===== config.mk =====
export PLATFORM = sky130hd
export DESIGN_NAME = ps2_scancode_encoder_flat
export DESIGN_NICKNAME = d
export VERILOG_FILES = /design/src/rtl/ps2_scancode_encoder_if.sv /design/src/rtl/ps2_scancode_encoder.sv /design/src/flat_wrapper.sv
export SDC_FILE = /design/constraint.sdc
export NUM_CORES = 1
export LEC_CHECK = 0
export ABC_AREA = 1
export CORE_MARGIN = 1.5
export CORE_UTILIZATION = 60
export CTS_CLUSTER_DIAMETER = 120
export DETAILED_ROUTE_END_ITERATION = 8
export PLACE_DENSITY = 0.83
export SYNTH_ARGS = -nofsm -noshare
export SYNTH_HDL_FRONTEND = slang
export SYNTH_SLANG_ARGS = --single-unit

===== constraint.sdc =====
create_clock -name clk -period 8.12 [get_ports clk]
set_input_delay 1.624 -clock clk [delete_from_list [all_inputs] [get_ports clk]]
set_output_delay 1.624 -clock clk [all_outputs]
set_load 0.02 [all_outputs]

===== src/rtl/ps2_scancode_encoder_if.sv =====
// ---------------------------------------------------------------------------
// ps2_scancode_encoder_if
// Bundles the character-side and byte-side handshakes of the PS/2 scan-code
// encoder.
//   ascii_in / ascii_valid / ascii_ready : character input handshake
//   byte_out / byte_valid / byte_ready   : scan-code byte output handshake
//   unsupported                          : pulse, accepted char has no mapping
//   busy                                 : a scan-code sequence is in flight
// The slave modport is the encoder's view; master is the driver's view.
// ---------------------------------------------------------------------------
interface ps2_scancode_encoder_if;
   logic [7:0] ascii_in;
   logic       ascii_valid;
   logic       ascii_ready;
   logic [7:0] byte_out;
   logic       byte_valid;
   logic       byte_ready;
   logic       unsupported;
   logic       busy;

   modport master (
      output ascii_in, ascii_valid, byte_ready,
      input  ascii_ready, byte_out, byte_valid, unsupported, busy
   );

   modport slave (
      input  ascii_in, ascii_valid, byte_ready,
      output ascii_ready, byte_out, byte_valid, unsupported, busy
   );
endinterface


===== src/rtl/ps2_scancode_encoder.sv =====
// ---------------------------------------------------------------------------
// ps2_scancode_encoder
// Turns one ASCII character into the PS/2 Set-2 byte stream a keyboard sends
// when the character is typed: make, F0, break, with Left-Shift make/break
// wrapped around shifted characters. Bytes leave on a valid/ready handshake
// with GAP_CYCLES idle cycles after every byte except the last.
// Ports:
//   clk  : rising-edge clock
//   rst  : synchronous, active-low reset
//   bus  : ps2_scancode_encoder_if.slave (character in, byte out, status)
// All outputs are registered; they are computed from the next state.
// ---------------------------------------------------------------------------
module ps2_scancode_encoder #(
   parameter logic [7:0]  SHIFT_CODE   = 8'h12,
   parameter logic [7:0]  BREAK_PREFIX = 8'hF0,
   parameter int unsigned GAP_CYCLES   = 2
) (
   input logic                  clk,
   input logic                  rst,
   ps2_scancode_encoder_if.slave bus
);

   typedef enum logic [2:0] {
      IDLE, SH_MK, KEY_MK, KEY_PFX, KEY_BRK, SH_PFX, SH_BRK, GAP
   } state_t;

   localparam logic [7:0] GAP_INIT = 8'(GAP_CYCLES);

   // Letter index 0..25 (A..Z) to Set-2 make code.
   function automatic logic [7:0] letter_code(input logic [7:0] idx);
      logic [7:0] code;
      case (idx)
         8'd0:    code = 8'h1C;
         8'd1:    code = 8'h32;
         8'd2:    code = 8'h21;
         8'd3:    code = 8'h23;
         8'd4:    code = 8'h24;
         8'd5:    code = 8'h2B;
         8'd6:    code = 8'h34;
         8'd7:    code = 8'h33;
         8'd8:    code = 8'h43;
         8'd9:    code = 8'h3B;
         8'd10:   code = 8'h42;
         8'd11:   code = 8'h4B;
         8'd12:   code = 8'h3A;
         8'd13:   code = 8'h31;
         8'd14:   code = 8'h44;
         8'd15:   code = 8'h4D;
         8'd16:   code = 8'h15;
         8'd17:   code = 8'h2D;
         8'd18:   code = 8'h1B;
         8'd19:   code = 8'h2C;
         8'd20:   code = 8'h3C;
         8'd21:   code = 8'h2A;
         8'd22:   code = 8'h1D;
         8'd23:   code = 8'h22;
         8'd24:   code = 8'h35;
         8'd25:   code = 8'h1A;
         default: code = 8'h00;
      endcase
      return code;
   endfunction

   // Top-row digit 0..9 to Set-2 make code (also used by the shifted symbols).
   function automatic logic [7:0] digit_code(input logic [7:0] d);
      logic [7:0] code;
      case (d)
         8'd0:    code = 8'h45;
         8'd1:    code = 8'h16;
         8'd2:    code = 8'h1E;
         8'd3:    code = 8'h26;
         8'd4:    code = 8'h25;
         8'd5:    code = 8'h2E;
         8'd6:    code = 8'h36;
         8'd7:    code = 8'h3D;
         8'd8:    code = 8'h3E;
         8'd9:    code = 8'h46;
         default: code = 8'h00;
      endcase
      return code;
   endfunction

   // Returns {supported, shift, key_code} for a character.
   function automatic logic [9:0] map_ascii(input logic [7:0] c);
      logic [9:0] r;
      if (c >= 8'h61 && c <= 8'h7A) begin
         r = {2'b10, letter_code(c - 8'h61)};
      end else if (c >= 8'h41 && c <= 8'h5A) begin
         r = {2'b11, letter_code(c - 8'h41)};
      end else if (c >= 8'h30 && c <= 8'h39) begin
         r = {2'b10, digit_code(c - 8'h30)};
      end else begin
         case (c)
            8'h29:   r = {2'b11, digit_code(8'd0)};
            8'h21:   r = {2'b11, digit_code(8'd1)};
            8'h40:   r = {2'b11, digit_code(8'd2)};
            8'h23:   r = {2'b11, digit_code(8'd3)};
            8'h24:   r = {2'b11, digit_code(8'd4)};
            8'h25:   r = {2'b11, digit_code(8'd5)};
            8'h5E:   r = {2'b11, digit_code(8'd6)};
            8'h26:   r = {2'b11, digit_code(8'd7)};
            8'h2A:   r = {2'b11, digit_code(8'd8)};
            8'h28:   r = {2'b11, digit_code(8'd9)};
            8'h2D:   r = {2'b10, 8'h4E};
            8'h5F:   r = {2'b11, 8'h4E};
            8'h3D:   r = {2'b10, 8'h55};
            8'h2B:   r = {2'b11, 8'h55};
            default: r = 10'h000;
         endcase
      end
      return r;
   endfunction

   state_t     state_q, state_d;
   state_t     ret_q, ret_d;
   state_t     nxt_s;
   logic [7:0] cnt_q, cnt_d;
   logic [7:0] char_q, char_d;
   logic [7:0] byte_out_q, byte_out_d;
   logic       byte_valid_q, byte_valid_d;
   logic       ascii_ready_q, ascii_ready_d;
   logic       unsupported_q, unsupported_d;
   logic       busy_q, busy_d;

   logic [9:0] map_s;
   logic       sup_s;
   logic       shift_s;
   logic [7:0] key_s;
   logic       xfer_s;
   logic       last_s;

   // Character register: capture on any accept, hold otherwise.
   always_comb begin
      char_d = char_q;
      if (state_q == IDLE && bus.ascii_valid) begin
         char_d = bus.ascii_in;
      end else begin
         char_d = char_q;
      end
   end

   // Mapping of the held character (the fresh one on the accept cycle).
   assign map_s   = map_ascii(char_d);
   assign sup_s   = map_s[9];
   assign shift_s = map_s[8];
   assign key_s   = map_s[7:0];

   assign xfer_s = byte_valid_q && bus.byte_ready;
   // KEY_BRK ends an unshifted sequence; shifted ones continue to SH_PFX.
   assign last_s = (state_q == SH_BRK) || ((state_q == KEY_BRK) && !shift_s);

   // Emit state that follows the current one in the byte sequence.
   always_comb begin
      nxt_s = IDLE;
      case (state_q)
         SH_MK:   nxt_s = KEY_MK;
         KEY_MK:  nxt_s = KEY_PFX;
         KEY_PFX: nxt_s = KEY_BRK;
         KEY_BRK: nxt_s = SH_PFX;
         SH_PFX:  nxt_s = SH_BRK;
         default: nxt_s = IDLE;
      endcase
   end

   // Next-state logic: accept, emit/hold, gap countdown.
   always_comb begin
      state_d       = state_q;
      ret_d         = ret_q;
      cnt_d         = cnt_q;
      unsupported_d = 1'b0;
      case (state_q)
         IDLE: begin
            if (bus.ascii_valid) begin
               if (sup_s) begin
                  if (shift_s) begin
                     state_d = SH_MK;
                  end else begin
                     state_d = KEY_MK;
                  end
               end else begin
                  unsupported_d = 1'b1;
               end
            end else begin
               state_d = IDLE;
            end
         end
         GAP: begin
            // Loaded with GAP_CYCLES; leaving at 1 yields exactly that many idle cycles.
            if (cnt_q <= 8'd1) begin
               state_d = ret_q;
            end else begin
               cnt_d = cnt_q - 8'd1;
            end
         end
         SH_MK, KEY_MK, KEY_PFX, KEY_BRK, SH_PFX, SH_BRK: begin
            if (xfer_s) begin
               if (last_s) begin
                  state_d = IDLE;
               end else if (GAP_CYCLES != 32'd0) begin
                  state_d = GAP;
                  cnt_d   = GAP_INIT;
                  ret_d   = nxt_s;
               end else begin
                  state_d = nxt_s;
               end
            end else begin
               state_d = state_q;
            end
         end
         default: state_d = IDLE;
      endcase
   end

   // Output values for the state being entered, so outputs can be registered.
   always_comb begin
      byte_valid_d = 1'b1;
      byte_out_d   = 8'h00;
      case (state_d)
         SH_MK, SH_BRK:    byte_out_d = SHIFT_CODE;
         KEY_MK, KEY_BRK:  byte_out_d = key_s;
         KEY_PFX, SH_PFX:  byte_out_d = BREAK_PREFIX;
         default: begin
            byte_valid_d = 1'b0;
            byte_out_d   = 8'h00;
         end
      endcase
      ascii_ready_d = (state_d == IDLE);
      busy_d        = (state_d != IDLE);
   end

   // State and output registers with synchronous active-low reset.
   always_ff @(posedge clk) begin
      if (!rst) begin
         state_q       <= IDLE;
         ret_q         <= IDLE;
         cnt_q         <= 8'h00;
         char_q        <= 8'h00;
         byte_out_q    <= 8'h00;
         byte_valid_q  <= 1'b0;
         ascii_ready_q <= 1'b1;
         unsupported_q <= 1'b0;
         busy_q        <= 1'b0;
      end else begin
         state_q       <= state_d;
         ret_q         <= ret_d;
         cnt_q         <= cnt_d;
         char_q        <= char_d;
         byte_out_q    <= byte_out_d;
         byte_valid_q  <= byte_valid_d;
         ascii_ready_q <= ascii_ready_d;
         unsupported_q <= unsupported_d;
         busy_q        <= busy_d;
      end
   end

   assign bus.byte_out    = byte_out_q;
   assign bus.byte_valid  = byte_valid_q;
   assign bus.ascii_ready = ascii_ready_q;
   assign bus.unsupported = unsupported_q;
   assign bus.busy        = busy_q;

endmodule

===== src/flat_wrapper.sv =====
// flat-port wrapper written by rule: the top's interface ports become plain ports
module ps2_scancode_encoder_flat 
#(
   parameter logic [7:0]  SHIFT_CODE   = 8'h12,
   parameter logic [7:0]  BREAK_PREFIX = 8'hF0,
   parameter int unsigned GAP_CYCLES   = 2
)
  (clk, rst, bus_ascii_in, bus_ascii_valid, bus_byte_ready, bus_ascii_ready, bus_byte_out, bus_byte_valid, bus_unsupported, bus_busy);
  ps2_scancode_encoder_if bus_i ();
  input logic clk;
  input logic rst;
  input wire logic [$bits(bus_i.ascii_in)-1:0] bus_ascii_in;
  input wire logic [$bits(bus_i.ascii_valid)-1:0] bus_ascii_valid;
  input wire logic [$bits(bus_i.byte_ready)-1:0] bus_byte_ready;
  output wire logic [$bits(bus_i.ascii_ready)-1:0] bus_ascii_ready;
  output wire logic [$bits(bus_i.byte_out)-1:0] bus_byte_out;
  output wire logic [$bits(bus_i.byte_valid)-1:0] bus_byte_valid;
  output wire logic [$bits(bus_i.unsupported)-1:0] bus_unsupported;
  output wire logic [$bits(bus_i.busy)-1:0] bus_busy;
  assign bus_i.ascii_in = bus_ascii_in;
  assign bus_i.ascii_valid = bus_ascii_valid;
  assign bus_i.byte_ready = bus_byte_ready;
  assign bus_ascii_ready = bus_i.ascii_ready;
  assign bus_byte_out = bus_i.byte_out;
  assign bus_byte_valid = bus_i.byte_valid;
  assign bus_unsupported = bus_i.unsupported;
  assign bus_busy = bus_i.busy;
  ps2_scancode_encoder #(.SHIFT_CODE(SHIFT_CODE), .BREAK_PREFIX(BREAK_PREFIX), .GAP_CYCLES(GAP_CYCLES)) u_core (.clk(clk), .rst(rst), .bus(bus_i));
endmodule

; ---- Word level (Yosys, flattened, before mapping)
; Memory sizes are Yosys's and may differ from the RTL's.
; Index checks and enable logic that the tools add are counted.
[word_totals]
reg_bits = 34
rom_bits = 560
inputBits = 12
output_inout_bits = 12
elab_cells = 100
n_memories = 3
[classes]
n_addsub = 4
n_lt_le_gt_ge = 7
n_eq_ne = 30
n_mux = 23
bitwise = 1
n_reduce_logical = 23
[memory_table]
columns = name, depth, width, rd, rd_ports_with_merged_regs, wr, line_no
row1 = (name not given), 32, 7, 1, 0, 0, ps2_scancode_encoder.sv:32  ; case (idx)
row2 = (name not given), 32, 7, 1, 0, 0, ps2_scancode_encoder.sv:32
row3 = (name not given), 16, 7, 1, 0, 0, ps2_scancode_encoder.sv:67  ; case (d)
[ops]
columns = cell, n
row1 = $pmux 10 s14, 1
row2 = $eq 8x6->1 const B, 11
row3 = $mux 8, 7
row4 = $mux 10, 3
row5 = $eq 8x7->1 const B, 3
row6 = $pmux 8 s3, 1
row7 = $eq 3x3->1 const B, 7
row8 = $ge 8x7->1 const B, 2
row9 = $le 8x7->1 const B, 2
row10 = $pmux 8 s2, 1
row11 = $sub 8x7->8 const B, 2
row12 = $mux 3, 5
row13 = $pmux 3 s5, 1
row14 = $eq 3x2->1 const B, 4
row15 = $logic_not 3->1, 4
row16 = $reduce_or 6->1, 2
row17 = $pmux 3 s3, 1
row18 = $ge 8x6->1 const B, 1
row19 = $le 8x1->1 const B, 1
row20 = $le 8x6->1 const B, 1
row21 = $sub 8x1->8 const B, 1
row22 = $sub 8x6->8 const B, 1
row23 = $eq 3x1->1 const B, 2
row24 = $logic_and 1x1->1, 6
row25 = 13 further kinds, 18

; ---- Depth between registers and ports, before layout
; Gate-level depths: netlist (run 1).
[depth]
depth_word = 18
depth_mapped = 23
mapped_depth_nobuf = 22

; ---- Worst setup path after synthesis (run 1)
; OpenSTA, ideal clock, no wires.
[synth_path]
kind = input-to-reg
start = input bus_ascii_valid
end = register u_core.busy_q, in the netlist u_core.bus.busy
setup_ns = 0.112
arrival_time_ns = 3.775
path_slack_ns = 4.233
cell_stages = 21
path_buffers = 1
cell_sequence = nand3_4 > buf_12 > o21ai_4 > inv_1 > ha_1 > inv_1 > nor2_1 > nand2_1 > nand2_1 > inv_2 > nand2_1 > nor2_2 > nand3_2 > nand2_4 > nand3_4 > nand2_2 > nand2_1 > nor2_1 > nand2_2 > o21ai_2 > inv_2
[synth_between]
elab_chain_len = 14
word_cells_on_any_way = 39
cone_classes = order compare: 6 / eq/ne: 14 / mux: 11 / reduce/logical: 8
[synth_rtl]
columns = element, line_no
row1 = start: declaration, flat_wrapper.sv:13  ; input wire logic [$bits(bus_i.ascii_valid)-1:0] bus_ascii_valid;
row2 = $logic_and 1x1->1 *, ps2_scancode_encoder.sv:135  ; if (state_q == IDLE && bus.ascii_valid) begin
row3 = $mux 8 *, ps2_scancode_encoder.sv:135
row4 = net u_core.char_d[0], ps2_scancode_encoder.sv:118  ; logic [7:0] char_q, char_d;
row5 = $ge 8x6->1 (tied with other cells), ps2_scancode_encoder.sv:90  ; end else if (c >= 8'h30 && c <= 8'h39) begin
row6 = $logic_and 1x1->1 / $pmux 10 s14 (equally long branches), "ps2_scancode_encoder.sv:90, ps2_scancode_encoder.sv:93"
row7 = $mux 10, ps2_scancode_encoder.sv:90
row8 = $mux 10, ps2_scancode_encoder.sv:88  ; end else if (c >= 8'h41 && c <= 8'h5A) begin
row9 = $mux 10 *, ps2_scancode_encoder.sv:86  ; if (c >= 8'h61 && c <= 8'h7A) begin
row10 = $logic_not 1->1, ps2_scancode_encoder.sv:150  ; assign last_s = (state_q == SH_BRK) || ((state_q == KEY_BRK) && !shift_s);
row11 = $logic_and 1x1->1, ps2_scancode_encoder.sv:150
row12 = $logic_or 1x1->1, ps2_scancode_encoder.sv:150
row13 = $mux 3, ps2_scancode_encoder.sv:197  ; if (last_s) begin
row14 = $mux 3, ps2_scancode_encoder.sv:196  ; if (xfer_s) begin
row15 = $pmux 3 s3 *, ps2_scancode_encoder.sv:171  ; case (state_q)
row16 = $reduce_bool 3->1 *, ps2_scancode_encoder.sv:228  ; busy_d = (state_d != IDLE);
row17 = end signal: assignment, ps2_scancode_encoder.sv:252  ; busy_q <= busy_d;
row18 = end: declaration, ps2_scancode_encoder.sv:123  ; logic busy_q, busy_d;
; The timed path passes the listed nets; every way through them passes the cells marked *.
; A chain may end at the register's enable or synchronous reset.

; ---- Final worst setup path (run 1)
[layout_path]
start = input bus_ascii_valid
end = register u_core.byte_out_q[0], in the netlist u_core.bus.byte_out[0]
[layout_between]
elab_chain_len = 16
word_cells_on_any_way = 60
cone_classes = add/sub: 3 / order compare: 6 / eq/ne: 20 / mux: 15 / reduce/logical: 13 / memory: 3
[layout_rtl]
columns = element, line_no
row1 = $logic_and 1x1->1 *, ps2_scancode_encoder.sv:135
row2 = $mux 8 *, ps2_scancode_encoder.sv:135
row3 = net u_core.char_d[0], ps2_scancode_encoder.sv:118
row4 = $ge 8x6->1 (tied with other cells), ps2_scancode_encoder.sv:90
row5 = $logic_and 1x1->1 / $pmux 10 s14 (equally long branches), "ps2_scancode_encoder.sv:90, ps2_scancode_encoder.sv:93"
row6 = $mux 10, ps2_scancode_encoder.sv:90
row7 = $mux 10, ps2_scancode_encoder.sv:88
row8 = $mux 10 *, ps2_scancode_encoder.sv:86
row9 = $logic_not 1->1, ps2_scancode_encoder.sv:150
row10 = $logic_and 1x1->1, ps2_scancode_encoder.sv:150
row11 = $logic_or 1x1->1, ps2_scancode_encoder.sv:150
row12 = $mux 3, ps2_scancode_encoder.sv:197
row13 = $mux 3, ps2_scancode_encoder.sv:196
row14 = $pmux 3 s3, ps2_scancode_encoder.sv:171
row15 = $eq 3x2->1 (tied with other cells), ps2_scancode_encoder.sv:218  ; case (state_d)
row16 = $reduce_or 2->1, ps2_scancode_encoder.sv:218
row17 = $pmux 8 s3 *, ps2_scancode_encoder.sv:218
row18 = end signal: assignment, ps2_scancode_encoder.sv:248  ; byte_out_q <= byte_out_d;
row19 = end: declaration, ps2_scancode_encoder.sv:119  ; logic [7:0] byte_out_q, byte_out_d;
; Marks and branches as above.

==> impl_metrics.env, run 1 <==
export IMPL_max_slew_worst_pin_slew_ns=0.546
export IMPL_cts_root_buffer="clkbuf_8"
export IMPL_setup_viol=0
export IMPL_grt_total_usage_pct=29.9
export IMPL_clock_sinks=34
export IMPL_critical_path_class="input pin to register"
export IMPL_drt_iter0_markers=198
export IMPL_routed_wl_mm=7.98
export IMPL_drive_above_1_share_pct=13.5
export IMPL_design_core_area_um2=4850
export IMPL_cts_htree_levels=2
export IMPL_crit_end="u_core.bus.byte_out[0]"
export IMPL_hpwl_mm=5.99
export IMPL_start_util_pct=63.6
export IMPL_yosys_area_top_type_share_pct=22.1
export IMPL_arrival_ns=5.27
export IMPL_required_ns=8.36
export IMPL_reg2reg_to="u_core.bus.byte_out[0]"
export IMPL_wl_per_cell_um=13.8
export IMPL_p_leak_nw=1.70
export IMPL_hold_slack_ns=0.471
export IMPL_via_count=3271
export IMPL_synth_largest_area_cell="dfxtp_1"
export IMPL_clk_path_buf_depth=2
export IMPL_maxCapViolations=0
export IMPL_grt_pass1_vias=2887
export IMPL_clk_pin_slew_ns=0.08
export IMPL_reg2regPathDepth=18
export IMPL_area_growth_synth_to_final_pct=12.1
export IMPL_grt_overflow=0
export IMPL_power_density_nw_per_um2=394
export IMPL_period_needed_ns=5.03
export IMPL_synth_nets=514
export IMPL_max_freq_mhz=199
export IMPL_synth_seq_cells=34
export IMPL_place_congestion=1.01
export IMPL_async_flop_share_pct=0
export IMPL_synthCells=490
export IMPL_outcome="finished clean"
export IMPL_die_area_um2=5580
export IMPL_r2r_slack_ns=4.41
export IMPL_fin_util_pct=71.3
export IMPL_die_width_um=74.7
export IMPL_netlist_top_cells_area="dfxtp_1 22%, nand2_1 16%, nor2_1 7.7%, inv_1 6.3%, ha_1 4.9%"
export IMPL_reg2reg_from="u_core.state_q[0]"
export IMPL_ys_warn_count=0
export IMPL_worst_setup_path_end_kind="register"
export IMPL_synth_edf_count=0
export IMPL_synth_cell_type_count=42
export IMPL_hold_class="register to register"
export IMPL_final_antenna_net_count=0
export IMPL_design_power_total_mw=1.36
export IMPL_start_kind="input pin"
export IMPL_ir_drop_uv=217
export IMPL_vias_per_cell=5.65
export IMPL_io_buffers=23
export IMPL_insertedDiodeCount=0
export IMPL_num_rows=25
export IMPL_cp_startpoint="bus_ascii_valid"
export IMPL_rsz0062_at_grt="no"
export IMPL_critPathMaxFanout=16
export IMPL_clkLatencyLatePin_ns=0.30
export IMPL_grt_max_degree=21
export IMPL_netlist_area_um2=3080
export IMPL_fp_dieH_um=74.7
export IMPL_fin_worst_skew_ns=0.00809
export IMPL_cts_tree="yes"
export IMPL_hold_viol=0
export IMPL_grt_pass1_wl_mm=12.9
export IMPL_antenna_found_initial=0
export IMPL_drc_errors=0
export IMPL_pin_count=24
export IMPL_period_share_pct=61.9
export IMPL_postCtsSetupBuffers=0
export IMPL_nets=535
export IMPL_cts_made_buffers=5
export IMPL_ys_seq_area_share_pct=22.1
export IMPL_ctsResizeCount=0
export IMPL_max_slew_margin_rel_pct=63.3
export IMPL_cts_hold_buf=0
export IMPL_slew_viol_final=0
export IMPL_avgSynthCellArea_um2=6.29
export IMPL_synthFlopType="dfxtp_1"
export IMPL_fin_setup_tns_ns=0
export IMPL_first_pass_iters=5
==> flip-flops by register name, indices dropped and copies added (netlist names) <==
register	flops
u_core.bus.byte_valid	1
u_core.ret_q	3
u_core.bus.busy	1
u_core.cnt_q	8
u_core.char_q	8
u_core.state_q	3
u_core.bus.byte_out	8
u_core.bus.ascii_ready	1
u_core.bus.unsupported	1
==> cells by family after synthesis <==
group | after synthesis | synth area share [%]
AND/OR/NAND/NOR | 295 | 46.4
AO/OA/AOI/OAI | 72 | 14.4
buffers and inverters | 68 | 9.70
flip-flops | 34 | 22.1
adder cells (fa/ha/maj) | 12 | 4.87
XOR/XNOR | 9 | 2.56
==> stage by stage <==
stage               cells  cell area [um^2]  worst slack, ns
finish                579              3460             3.09
detailed placement    571              3320             2.89
floorplan             490              3080             4.23
global placement      571              3320             3.01
global route          579              3460             2.80
CTS                   579              3460             3.17
==> final cells by class <==
class / instances / area, um^2
clock buffer: 5 / 68.8
timing repair buffer: 23 / 230
tap: 67 / 83.8
fill: 435 / 1390
multi-input combinational: 388 / 2100
sequential: 34 / 681
inverter: 59 / 221
clock inverter: 3 / 68.8
==> cell usage after synthesis, types with 4 or more instances <==
| library cell | count |
|---|---|
| dfxtp_1 | 34 |
| xor2_1 | 8 |
| a31oi_1 | 4 |
| ha_1 | 12 |
| nand2_4 | 5 |
| nand2_2 | 24 |
| inv_1 | 52 |
| nor2_2 | 5 |
| nor2_4 | 4 |
| a21oi_1 | 25 |
| nand4_1 | 15 |
| nand3_1 | 24 |
| nor2_1 | 63 |
| nand2_1 | 135 |
| o211ai_1 | 5 |
| inv_2 | 6 |
| nand3_2 | 7 |
| o21ai_0 | 26 |
==> critical path: stages <==
cell             delay [ns]
clkdlybuf4s50_1        0.78
nand3_4                0.30
o21ai_4                0.37
inv_1                  0.23
ha_1                   0.36
inv_1                  0.16
nor2_1                 0.06
nand2_1                0.10
nand2_1                0.09
nor2_1                 0.17
nand2_1                0.09
nor2_2                 0.12
nand4_1                0.10
nand3_1                0.15
nand3_2                0.13
nand2_2                0.12
nand4_2                0.16
nor2_1                 0.14
==> worst min path at each step <==
stage | from | endpoint | slack [ns] | depth (start not counted)
2_1_floorplan | u_core.ret_q[0] | u_core.ret_q[0] | 0.44 | 2
3_3_place_gp | u_core.ret_q[0] | u_core.ret_q[0] | 0.45 | 2
3_5_place_dp | u_core.ret_q[0] | u_core.ret_q[0] | 0.46 | 2
4_1_cts | u_core.ret_q[0] | u_core.ret_q[0] | 0.47 | 2
5_1_grt | u_core.ret_q[0] | u_core.ret_q[0] | 0.48 | 2
6_report | u_core.ret_q[2] | u_core.ret_q[2] | 0.47 | 2
==> layout by cell type, fill, tap and decap left out, types with 4 or more instances in the layout <==
master / n
inv_1: 52
nand2_2: 24
clkbuf_8: 5
inv_2: 6
o211ai_1: 5
dfxtp_1: 34
a31oi_1: 4
nand4_1: 15
nand2_4: 5
nor2_2: 5
nor2_1: 63
xor2_1: 8
nand3_2: 7
ha_1: 12
nor2_4: 4
clkdlybuf4s50_1: 23
nand3_1: 24
o21ai_0: 26
nand2_1: 135
a21oi_1: 25
==> metal layers <==
layer	GRT usage, %	up-vias	part of all wire, %
met3	6.43	14	8.8
met2	49.8	132	45
met1	40.0	1494	45
met5	0	-	0
li1	-	1631	-
met4	6.46	0	1.3
==> report_power, final <==
group / internal, mW / switching (mW)
combinational: 0.289 / 0.654
sequential: 0.201 / 0.0213
clock: 0.123 / 0.0724
total: 0.613 / 0.748
No activity file was read; power rests on OpenSTA's default activity.
==> run 2: changes to the inputs <==
--- a/config.mk
+++ b/config.mk
@@ -7,10 +7,10 @@
 export LEC_CHECK = 0
 export ABC_AREA = 1
 export CORE_MARGIN = 1.5
-export CORE_UTILIZATION = 60
+export CORE_UTILIZATION = 54
 export CTS_CLUSTER_DIAMETER = 120
 export DETAILED_ROUTE_END_ITERATION = 8
-export PLACE_DENSITY = 0.83
+export PLACE_DENSITY = 0.79
 export SYNTH_ARGS = -nofsm -noshare
 export SYNTH_HDL_FRONTEND = slang
 export SYNTH_SLANG_ARGS = --single-unit
==> constraint.sdc (replaced) <==
create_clock -name clk -period 4.59 [get_ports clk]
set_input_delay 0.918 -clock clk [delete_from_list [all_inputs] [get_ports clk]]
set_output_delay 0.918 -clock clk [all_outputs]
set_load 0.02 [all_outputs]
==> impl_metrics.env, run 2 (synthesis gave the netlist of run 1 again) <==
export IMPL_outcome="finished clean"
export IMPL_clk_path_buf_depth=2
export IMPL_final_common_cell="nand2_1"
export IMPL_critical_path_class="input pin to register"
export IMPL_grt_total_usage_pct=27.8
export IMPL_design_core_area_um2=5510
export IMPL_required_ns=4.82
export IMPL_hold_viol=0
export IMPL_fin_area_um2=3480
export IMPL_setup_viol=0
export IMPL_arrival_ns=4.13
export IMPL_cts_hold_buf=0
export IMPL_dp_cells=578
export IMPL_io_buffers=23
export IMPL_clk_pin_slew_ns=0.08
export IMPL_grt_pass1_wl_mm=13.6
export IMPL_fp_dieH_um=78.6
export IMPL_max_slew_worst_pin_slew_ns=0.552
export IMPL_maxCapViolations=0
export IMPL_fin_setup_tns_ns=0
export IMPL_cts_tree="yes"
export IMPL_final_antenna_net_count=0
export IMPL_p_leak_nw=1.71
export IMPL_wl_per_cell_um=13.6
export IMPL_vias_per_cell=5.52
export IMPL_place_congestion=0.977
export IMPL_fin_worst_skew_ns=0.00952
export IMPL_clkLatencyLatePin_ns=0.30
export IMPL_pin_count=24
export IMPL_critPathMaxFanout=9
export IMPL_die_area_um2=6170
export IMPL_insertedDiodeCount=0
export IMPL_seq_area_um2=681
export IMPL_antenna_found_initial=0
export IMPL_postCtsSetupBuffers=0
export IMPL_use_met1_pct=37.7
export IMPL_max_slew_margin_rel_pct=63.2
export IMPL_rsz0062_at_grt="no"
export IMPL_hpwl_mm=6.17
export IMPL_num_rows=27
export IMPL_fin_cells=586
export IMPL_routed_wl_mm=7.97
export IMPL_grt_pass1_vias=3006
export IMPL_postPlaceCellArea_um2=3340
export IMPL_fillers=546
export IMPL_hold_class="register to register"
export IMPL_area_growth_synth_to_final_pct=12.8
export IMPL_first_pass_iters=5
export IMPL_ir_drop_uv=374
export IMPL_cts_root_buffer="clkbuf_8"
export IMPL_gr_usage_met3_pct=3.84
export IMPL_period_needed_ns=3.89
export IMPL_drive_above_1_share_pct=13.8
export IMPL_period_share_pct=84.8
export IMPL_power_density_nw_per_um2=689
export IMPL_cts_htree_levels=2
export IMPL_drc_errors=0
export IMPL_multiInputGateArea_um2=2100
export IMPL_clock_sinks=34
export IMPL_die_width_um=78.6
export IMPL_via_count=3237
export IMPL_nets=537
export IMPL_ctsResizeCount=0
export IMPL_worst_setup_path_end_kind="register"
export IMPL_drt_iter0_markers=170
export IMPL_start_util_pct=56.0
export IMPL_cts_made_buffers=5
export IMPL_grt_max_degree=21
export IMPL_start_kind="input pin"
export IMPL_met2_usage_pct=45.0
export IMPL_busiest_layer="met2"
export IMPL_slew_viol_final=0
export IMPL_final_cell_mix="135 x nand2_1, 63 x nor2_1, 52 x inv_1, 34 x dfxtp_1, 26 x o21ai_0"
export IMPL_grt_overflow=0
export IMPL_max_freq_mhz=257
## run 2: changes by cell type in the layout (fill, tap and decap cells not counted), sizes merged
| cell | before | now |
|---|---|---|
| buf | 0 | 2 |
## run 2: stage by stage
step	hold WS, ns	worst slack, ns	utilization (%)	power, mW
after floorplan	0.437	1.41	-	1.69
after global placement	0.453	0.572	60.7	2.01
after detailed placement	0.461	0.413	60.7	2.03
after CTS	0.468	0.710	63.2	2.38
after global routing	0.496	0.328	63.2	2.63
final	0.467	0.696	63.2	2.40
## run 2: power breakdown
part	switching, mW	internal [mW]
Clock	0.123	0.218
Combinational	1.15	0.516
Sequential	0.0369	0.356
## run 2: layout make-up
cell class / count / share of cell area [%]
clock inverters: 3 / 1.98
flip-flops and latches: 34 / 19.6
repair buffers: 25 / 7.05
multi-input cells: 388 / 60.5
clock buffers: 5 / 1.98
well taps: 72 / 2.59
inverters: 59 / 6.37
## run 2: final timing paths
check	end	slack, ns	start	cells past startpoint
setup / recovery	u_core.bus.byte_out[2]	0.70	bus_ascii_valid	23
hold / removal	u_core.ret_q[0]	0.47	u_core.ret_q[0]	2
setup reg to reg	u_core.bus.byte_out[2]	1.05	u_core.state_q[0]	23
hold reg to reg	u_core.ret_q[0]	0.47	u_core.ret_q[0]	2
## run 2: critical path, stage by stage
cell and delay [ns]:
clkdlybuf4s50_1 0.52, nand3_4 0.16, buf_4 0.23, nand2_1 0.06, nand2_1 0.19, inv_1 0.22
ha_1 0.31, inv_1 0.12, nor2_1 0.13, nand2_1 0.09, nand2_1 0.13, inv_2 0.03
nand2_1 0.06, nor2_2 0.04, nand3_2 0.08, nand2_4 0.07, nand3_4 0.08, nand3_1 0.09
nand2_2 0.13, inv_1 0.08, nand2_2 0.11, nand4_2 0.13, nor2_1 0.13
## run 2: per-layer routing
metal  up-vias  wire length [um]
met3        17               455
met5         -                 0
met2       109              3650
met1      1479              3670
met4         0               196
li1       1632                 -
